==> src/rtl/image_upscale_replicate.sv <==
// Streaming nearest-neighbour upscaler: repeats each pixel 2^SCALE_LOG2 times per line
// and replays each line from a line buffer. Define UPSCALE_ERR_CNT_EN to add the err_cnt port.
module image_upscale_replicate #(
   parameter int DATA_WIDTH = 8,
   parameter int IMG_WIDTH  = 320,
   parameter int IMG_HEIGHT = 240,
   parameter int SCALE_LOG2 = 1
) (
   input  logic                  clk,
   input  logic                  rst,
   input  logic                  s_valid,
   output logic                  s_ready,
   input  logic [DATA_WIDTH-1:0] s_data,
   input  logic                  s_sof,
   input  logic                  s_eol,
   output logic                  m_valid,
   input  logic                  m_ready,
   output logic [DATA_WIDTH-1:0] m_data,
   output logic [15:0]           m_x,
   output logic [15:0]           m_y,
   output logic                  m_sof,
   output logic                  m_eol
`ifdef UPSCALE_ERR_CNT_EN
   ,output logic [15:0]          err_cnt
`endif
);

   localparam int AW = (IMG_WIDTH > 1) ? $clog2(IMG_WIDTH) : 1;
   localparam logic [15:0] X_LAST    = 16'((IMG_WIDTH << SCALE_LOG2) - 1);
   localparam logic [15:0] Y_LAST    = 16'((IMG_HEIGHT << SCALE_LOG2) - 1);
   localparam logic [15:0] IN_X_LAST = 16'(IMG_WIDTH - 1);
   localparam logic [15:0] IN_Y_LAST = 16'(IMG_HEIGHT - 1);
   localparam logic [15:0] IN_X_SOF_NEXT = (IMG_WIDTH > 1) ? 16'd1 : 16'd0;
   localparam logic [SCALE_LOG2-1:0] REP_LAST = '1;

   typedef enum logic {LINE_IN, REPLAY} state_t;

   state_t                  state_q, state_d;
   logic                    m_valid_q, m_valid_d;
   logic [DATA_WIDTH-1:0]   m_data_q, m_data_d;
   logic [15:0]             m_x_q, m_x_d, m_y_q, m_y_d;
   logic                    m_sof_q, m_sof_d, m_eol_q, m_eol_d;
   logic [SCALE_LOG2-1:0]   h_cnt_q, h_cnt_d, v_cnt_q, v_cnt_d;
   logic [15:0]             in_x_q, in_x_d, in_y_q, in_y_d;
   logic [AW-1:0]           rd_x_q, rd_x_d;
   logic                    ready_q;
   logic [DATA_WIDTH-1:0]   line_q [IMG_WIDTH];

   logic        out_xfer, in_xfer, resync, load;
   logic [15:0] nx, ny;

   assign out_xfer = m_valid_q && m_ready;
   // The last copy of a line's final pixel must not overlap a new input: replay follows it.
   assign s_ready  = ready_q && (state_q == LINE_IN) &&
                     (!m_valid_q || (m_ready && (h_cnt_q == REP_LAST) && !m_eol_q));
   assign in_xfer  = s_valid && s_ready;
   assign resync   = in_xfer && s_sof && ((in_x_q != 16'd0) || (in_y_q != 16'd0));

   assign nx = (m_x_q == X_LAST) ? 16'd0 : m_x_q + 16'd1;
   assign ny = (m_x_q != X_LAST) ? m_y_q : ((m_y_q == Y_LAST) ? 16'd0 : m_y_q + 16'd1);

   always_comb begin
      state_d   = state_q;
      m_valid_d = m_valid_q;
      m_data_d  = m_data_q;
      m_x_d     = m_x_q;
      m_y_d     = m_y_q;
      m_sof_d   = m_sof_q;
      m_eol_d   = m_eol_q;
      h_cnt_d   = h_cnt_q;
      v_cnt_d   = v_cnt_q;
      in_x_d    = in_x_q;
      in_y_d    = in_y_q;
      rd_x_d    = rd_x_q;
      load      = 1'b0;

      if (out_xfer) begin
         m_x_d = nx;
         m_y_d = ny;
      end

      case (state_q)
         LINE_IN: begin
            if (in_xfer) begin
               m_valid_d = 1'b1;
               m_data_d  = s_data;
               h_cnt_d   = '0;
               load      = 1'b1;
               if (resync) begin
                  in_x_d  = IN_X_SOF_NEXT;
                  in_y_d  = 16'd0;
                  m_x_d   = 16'd0;
                  m_y_d   = 16'd0;
                  v_cnt_d = '0;
               end else if (in_x_q == IN_X_LAST) begin
                  in_x_d = 16'd0;
                  in_y_d = (in_y_q == IN_Y_LAST) ? 16'd0 : in_y_q + 16'd1;
               end else begin
                  in_x_d = in_x_q + 16'd1;
               end
            end else if (out_xfer) begin
               if (h_cnt_q != REP_LAST) begin
                  h_cnt_d = h_cnt_q + 1'b1;
               end else begin
                  m_valid_d = 1'b0;
                  if (m_eol_q) begin
                     state_d = REPLAY;
                     v_cnt_d = SCALE_LOG2'(1);
                     rd_x_d  = '0;
                  end
               end
            end
         end
         REPLAY: begin
            // An empty register here is the one-cycle read bubble that opens each pass.
            if (!m_valid_q) begin
               m_valid_d = 1'b1;
               m_data_d  = line_q[rd_x_q];
               h_cnt_d   = '0;
               rd_x_d    = rd_x_q + 1'b1;
               load      = 1'b1;
            end else if (out_xfer) begin
               if (h_cnt_q != REP_LAST) begin
                  h_cnt_d = h_cnt_q + 1'b1;
               end else if (m_eol_q) begin
                  m_valid_d = 1'b0;
                  rd_x_d    = '0;
                  if (v_cnt_q == REP_LAST) begin
                     state_d = LINE_IN;
                     v_cnt_d = '0;
                  end else begin
                     v_cnt_d = v_cnt_q + 1'b1;
                  end
               end else begin
                  m_data_d = line_q[rd_x_q];
                  h_cnt_d  = '0;
                  rd_x_d   = rd_x_q + 1'b1;
                  load     = 1'b1;
               end
            end
         end
         default: state_d = LINE_IN;
      endcase

      if (out_xfer || load) begin
         m_sof_d = (m_x_d == 16'd0) && (m_y_d == 16'd0);
         m_eol_d = (m_x_d == X_LAST);
      end
   end

   always_ff @(posedge clk or negedge rst) begin
      if (!rst) begin
         state_q   <= LINE_IN;
         m_valid_q <= 1'b0;
         m_data_q  <= '0;
         m_x_q     <= 16'd0;
         m_y_q     <= 16'd0;
         m_sof_q   <= 1'b0;
         m_eol_q   <= 1'b0;
         h_cnt_q   <= '0;
         v_cnt_q   <= '0;
         in_x_q    <= 16'd0;
         in_y_q    <= 16'd0;
         rd_x_q    <= '0;
         ready_q   <= 1'b0;
      end else begin
         state_q   <= state_d;
         m_valid_q <= m_valid_d;
         m_data_q  <= m_data_d;
         m_x_q     <= m_x_d;
         m_y_q     <= m_y_d;
         m_sof_q   <= m_sof_d;
         m_eol_q   <= m_eol_d;
         h_cnt_q   <= h_cnt_d;
         v_cnt_q   <= v_cnt_d;
         in_x_q    <= in_x_d;
         in_y_q    <= in_y_d;
         rd_x_q    <= rd_x_d;
         ready_q   <= 1'b1;
      end
   end

   always_ff @(posedge clk) begin
      if (in_xfer) line_q[resync ? AW'(0) : in_x_q[AW-1:0]] <= s_data;
   end

   assign m_valid = m_valid_q;
   assign m_data  = m_data_q;
   assign m_x     = m_x_q;
   assign m_y     = m_y_q;
   assign m_sof   = m_sof_q;
   assign m_eol   = m_eol_q;

`ifdef UPSCALE_ERR_CNT_EN
   logic [15:0] err_cnt_q;
   logic        err_hit;

   assign err_hit = in_xfer && ((s_eol != (in_x_q == IN_X_LAST)) || resync);

   always_ff @(posedge clk or negedge rst) begin
      if (!rst) begin
         err_cnt_q <= 16'd0;
      end else if (err_hit && (err_cnt_q != 16'hFFFF)) begin
         err_cnt_q <= err_cnt_q + 16'd1;
      end
   end

   assign err_cnt = err_cnt_q;
`else
   logic unused_s_eol;
   assign unused_s_eol = s_eol;
`endif

endmodule

==> config.mk <==
export PLATFORM = sky130hd
export DESIGN_NAME = image_upscale_replicate
export DESIGN_NICKNAME = d
export VERILOG_FILES = /design/src/rtl/image_upscale_replicate.sv
export SDC_FILE = /design/constraint.sdc
export NUM_CORES = 2
export LEC_CHECK = 0
export BUFFER_PORTS_ARGS = -buffer_cell sky130_fd_sc_hd__buf_2
export CORE_MARGIN = 5
export CORE_UTILIZATION = 35
export DETAILED_ROUTE_END_ITERATION = 8
export HOLD_SLACK_MARGIN = 0.15
export SKIP_CTS_REPAIR_TIMING = 1
export SLEW_MARGIN = 20
export SYNTH_ARGS = -nofsm -noshare
export SYNTH_HDL_FRONTEND = slang
export SYNTH_SLANG_ARGS = --single-unit
==> constraint.sdc <==
create_clock -name clk -period 4.2 [get_ports clk]
set_clock_uncertainty 0.15 [all_clocks]
set_input_delay 0.21 -clock clk [delete_from_list [all_inputs] [get_ports clk]]
set_output_delay 0.21 -clock clk [all_outputs]
set_load 0.02 [all_outputs]
Yosys cells after proc, flatten, opt, wreduce, memory -nomap -nowiden
Memories as Yosys holds them, arrays and structs flattened.
Index checks and enable logic that the tools add are counted.
Word-level totals
  memories: 1
  bits in latches: 0
  memory bits (writable): 2560
  logic and storage cells: 144
  flip-flop bits (word level): 88
  memory bits (read-only): 0
  output and inout bits: 44
Memory list
  line_q: words 320, width 8, read ports 1, clocked after memory_dff 0, write ports 1, RTL line 47  | logic [DATA_WIDTH-1:0] line_q [IMG_WIDTH];
Operators by class
  reduce and logical (&&, ||, !) cells: 26
  multiplexer cells: 74
  shift-type cells: 0
  equal/unequal tests: 22
  $mul: 0
  add/subtract/negate cells: 7
  divide/modulo/power cells: 0
  $lt $le $gt $ge: 0
  bitwise operators: 1
Operators with widths (number)
  2-to-1 mux 16 bit: 16
  2-to-1 mux 9 bit: 9
  adder 16 x 1 -> 16 bit (second input constant): 4
  2-to-1 mux 8 bit: 5
  2-to-1 mux 1 bit: 37
  equality test 16 x 10 -> 1 bit (second input constant): 2
  equality test 16 x 9 -> 1 bit (second input constant): 2
  zero test 16 bit: 2
  nonzero test 16 bit: 2
  case mux 9 bit (2 select lines): 1
  equality test 16 x 8 -> 1 bit (second input constant): 1
  inequality test 16 x 10 -> 1 bit (second input constant): 1
  case mux 8 bit (2 select lines): 1
  inequality test 3 bit (second input constant): 5
  inequality test 2 bit (second input constant): 5
  case mux 1 bit (2 select lines): 5
  adder 9 x 1 -> 9 bit (second input constant): 1
  logical AND 1 bit: 9
  inequality test 2 x 1 -> 1 bit (second input constant): 4
  AND reduction 8 bit: 1
  inequality test 3 x 2 -> 1 bit (second input constant): 2
  AND reduction 2 bit: 3
  AND reduction 6 bit: 1
  AND reduction 4 bit: 1
  6 further kinds: 10

Logic depth before layout (Yosys ltp)
  depth after elaboration: 12
  depth in mapped cells: 13

Least setup slack after synthesis
OpenSTA, ideal clock, no wires.
  kind: flip-flop to flip-flop
  start point: reg m_valid_q, in the netlist m_valid
  end point: mem line_q[250][0] (enable)
  period minus slack after synthesis: 3.526 ns
  arrival time: 3.006 ns
  stages on the path, launching flop included: 10
  required time: 3.679 ns
  library setup time: 0.371 ns
  slack: 0.674 ns
  path through: dfrtp_1 > clkbuf_1 > clkbuf_1 > a211oi_1 > nand2_1 > clkbuf_1 > nor4_1 > nand2_1 > clkbuf_1 > nor2_1
Between the ends
  cells in the longest elaborated chain, start to end: 7
RTL lines
  start, declared: RTL line 39  | logic m_valid_q, m_valid_d;
  start signal, assigned: RTL line 168  | m_valid_q <= m_valid_d;
  zero test 1 bit (*)
  logical OR 1 bit (*): RTL line 55  | (!m_valid_q || (m_ready && (h_cnt_q == REP_LAST) && !m_eol_q));
  logical AND 1 bit (*): RTL line 54  | assign s_ready = ready_q && (state_q == LINE_IN) &&
  via s_ready: RTL line 12  | output logic s_ready,
  logical AND 1 bit (*): RTL line 56  | assign in_xfer = s_valid && s_ready;
  logical AND 1 bit (2 in a row): RTL line 57  | assign resync = in_xfer && s_sof && ((in_x_q != 16'd0) || (in_y_q != 16'd0));
  2-to-1 mux 9 bit: RTL line 184  | if (in_xfer) line_q[resync ? AW'(0) : in_x_q[AW-1:0]] <= s_data;
  end, declared: RTL line 47
Mark *: on every way through the listed nets, which the timed path passes. The rest lies on a longest branch.

Worst setup path after layout
  start point: reg rd_x_q[3]
  end point: reg m_data_q[2], in the netlist m_data[2]
Between the ends
  cells in the longest elaborated chain, start to end: 6
RTL lines
  start, declared: RTL line 45  | logic [AW-1:0] rd_x_q, rd_x_d;
  start signal, assigned: RTL line 178  | rd_x_q <= rd_x_d;
  memory (320 x 8 bit) (*)
  2-to-1 mux 8 bit: RTL line 125  | end else if (m_eol_q) begin
  2-to-1 mux 8 bit: RTL line 123  | if (h_cnt_q != REP_LAST) begin
  2-to-1 mux 8 bit: RTL line 122  | end else if (out_xfer) begin
  2-to-1 mux 8 bit (*): RTL line 116  | if (!m_valid_q) begin
  case mux 8 bit (2 select lines) (*): RTL line 82  | case (state_q)
  end signal, assigned: RTL line 169  | m_data_q <= m_data_d;
  end, declared: RTL line 40  | logic [DATA_WIDTH-1:0] m_data_q, m_data_d;
Mark *: on every way between the ends. The rest lies on a longest branch, timed or not. The select of a mux whose other input is x is not followed.
A chain may end at the register's enable or synchronous reset.

==> results.toml <==
[cells_and_area]
area_delta_synth_final_pct = 18.1
seqCellArea_um2 = 79100
nets = 5990
fillers = 26000
fin_cells = 10100
final_layout_size_suffix_gt1_share_pct = 29.6
finalInstanceArea_um2 = 123000
multi_input_area_um2 = 23700

[routing]
antenna_left = 0
wl_per_cell_um = 29.5
via_per_inst = 5.54
drt_wl_total_mm = 298
drt_iter0_markers = 6904
drtPass1Iterations = 6
drc = 0
vias = 56000

[clocking]
clock_latency_ns = 0.93
clock_path_buffers = 4
htree_num_levels = 5
root_buffer = "clkbuf_16"
path_clk_slew_ns = 0.06
numCtsBuffers = 292
cts_sinks = 2648
cts_tree = "yes"

[run]
maxCapViolations = 0

[synthesis]
ys_async_sr_fraction_pct = 3.32
synth_top_area_share_pct = 73.7
synth_nets = 5254
synthCells = 5233
synth.area.top_cells = "edfxtp_1, mux4_2, dfrtp_1, nor2_1, mux2i_1"
synth_area_um2 = 104000
synth-main-ff-cell = "edfxtp_1"
ys_seq_area_share_pct = 75.8
synth_largest_area_cell = "edfxtp_1"
yosys_warnings = 0
synth-seq-cells = 2648
synth_most_common_cell = "edfxtp_1"
synth_edf_count = 2560
ys_top_cells_by_count = "edfxtp_1, mux4_2, nor2_1"
synth_cell_types = 83
syn_area_per_cell_um2 = 19.9

[grt]
antenna_found_initial = 10
overflow = 0
grt_pass1_vias = 56300
grt_use_total_pct = 19.0
grt_start_max_net_pins = 162
grt_pass1_wl_mm = 424

[power]
power-per-cell-area_nw_per_um2 = 448
irDropWorstVdd_uv = 493
p_sw_uw = 11300
pwr-share-comb_pct = 2.7
swShare_pct = 20.5
leakage_uw = 0.0387
p_clk_share_pct = 44.4
p_seq_share_pct = 52.9
p_int_uw = 43800

[floorplanning]
num_rows = 200
die_width_um = 556
coreArea_um2 = 297000
die_area_um2 = 309000
pin_count = 58
initial_utilization_pct = 35.1
dieHeight_um = 556

[critical_path]
crit_fanout = 31
cp-start-kind = "flip-flop"
critPathKind = "reg2reg"
end_kind = "flip-flop"
cp.required_ns = 4.91
cp.arrival_ns = 5.04

[timing]
slew_headroom_pct = 14.4
fin_crit_sh_pct = 103
rsz0062_at_grt = "no"
fin_ws_ns = -0.134
whs_ns = 0.187
fmax_mhz = 231
maxSlewViolCount = 0
finalHoldViolations = 0
setup_viol = 1
fin_crit_ns = 4.33
worstMarginPinSlew_ns = 1.28
setup-tns-final_ns = -0.134

[placement]
gp_congestion = 0.877
place_area_um2 = 114000
io_buffers = 56
dp_hpwl_mm = 191
pre_cts_slack_ns = 0.126
placed_cells = 9598

[run_status]
outcome = "complete, but fails checks"
violations = "setup timing"

[hold_path]
hp-class = "in2reg"
[layer usage]
| layer | track usage, % | wire (µm) | up-vias |
|---|---|---|---|
| met5 | 0 | 13 | - |
| met4 | 7.55 | 13200 | 2 |
| met3 | 4.36 | 26700 | 577 |
| met2 | 30.1 | 140000 | 2730 |
| met1 | 25.5 | 118000 | 29700 |
| li1 | - | - | 23000 |
[flip-flops by register name (all words and copies together), names as in the netlist]
register  flops
rd_x_q        9
m_sof         1
m_eol         1
m_x          16
m_data        8
ready_q       1
in_x_q       16
state_q       1
in_y_q       16
line_q     2560
m_valid       1
m_y          16
h_cnt_q       1
v_cnt_q       1
[cell usage in the layout, fill, tap and decap left out, types with 16 or more instances in the layout]
cell / synthesis / final
edfxtp_1: 2560 / 2560
buf_4: 49 / 624
mux4_2: 618 / 618
nor2_1: 453 / 447
clkbuf_16: 0 / 296
nand2_1: 234 / 219
mux2i_1: 148 / 148
dfrtp_1: 88 / 83
nand3_1: 80 / 79
a22oi_1: 70 / 70
o21ai_0: 62 / 62
buf_12: 0 / 60
a21oi_1: 56 / 55
clkbuf_1: 137 / 54
clkinv_1: 2 / 53
clkinv_2: 0 / 50
buf_2: 88 / 47
o22ai_1: 41 / 41
nor3_1: 36 / 36
nand4_1: 30 / 30
xor2_1: 29 / 29
a31oi_1: 27 / 27
and3_1: 27 / 27
nor4_1: 26 / 26
bufinv_16: 0 / 25
mux2_2: 24 / 24
a221oi_1: 24 / 24
nor2b_1: 27 / 20
nand2b_1: 19 / 19
xnor2_1: 18 / 18
a211oi_1: 18 / 18
a22o_1: 16 / 16
[logic make-up (layout without fill, tap and decap cells)]
group	after synthesis	count (layout)	synth area share, %
flops	2648	2648	75.8
simple gates	985	985	4.21
mux	790	790	15.0
compound gates	423	423	2.84
buf+inv	332	1269	1.62
xor+xnor	47	47	0.395
fa+ha+maj	7	7	0.0840
other cells	1	6	0.00360
[stage by stage]
step / total power (µW) / utilization, %
after detailed placement: 31200 / 38.4
after global placement: 31100 / 38.4
final: 55200 / 41.5
after global routing: 56800 / 41.5
after CTS: 55500 / 41.4
after floorplan: 30200 / -
[layout make-up]
class                      instances  area share (%)
sequential                      2648            64.2
inverter                          19          0.0620
timing repair buffer             755            5.21
antenna                            5          0.0102
tap                             3939            4.00
clock inverter                   144            1.10
multi-input combinational       2253            19.2
clock buffer                     351            6.19
[critical path, cell delays in order (launching register included)]
cell and delay (ns):
dfrtp_4 0.91, nor2b_4 0.60, buf_4 0.43, a221oi_1 0.18
o22ai_1 0.63, nor3_1 0.24, nor3_1 0.79, o22a_1 0.27
[power by group through the flow]
stage                     registers (µW)  logic, µW  clock network (µW)
after floorplan                    29700        423                   0
after global placement             29700       1400                   0
after detailed placement           29700       1440                   0
after CTS                          29200       1450               24900
after global routing               29200       1550               26100
final                              29200       1470               24500
[final timing paths]
path | slack (ns) | end | cells after the start | start
min in group asynchronous | 0.25 | m_x[0] | 4 | rst
hold reg to reg | 0.34 | in_y_q[15] | 1 | in_y_q[15]
setup / recovery | -0.13 | m_data[2] | 7 | rd_x_q[3]
setup reg to reg | -0.13 | m_data[2] | 7 | rd_x_q[3]
hold / removal | 0.19 | line_q[75][7] | 2 | s_data[7]
max in group asynchronous | 3.26 | rd_x_q[3] | 4 | rst
Power figures use the tool's default switching activity.
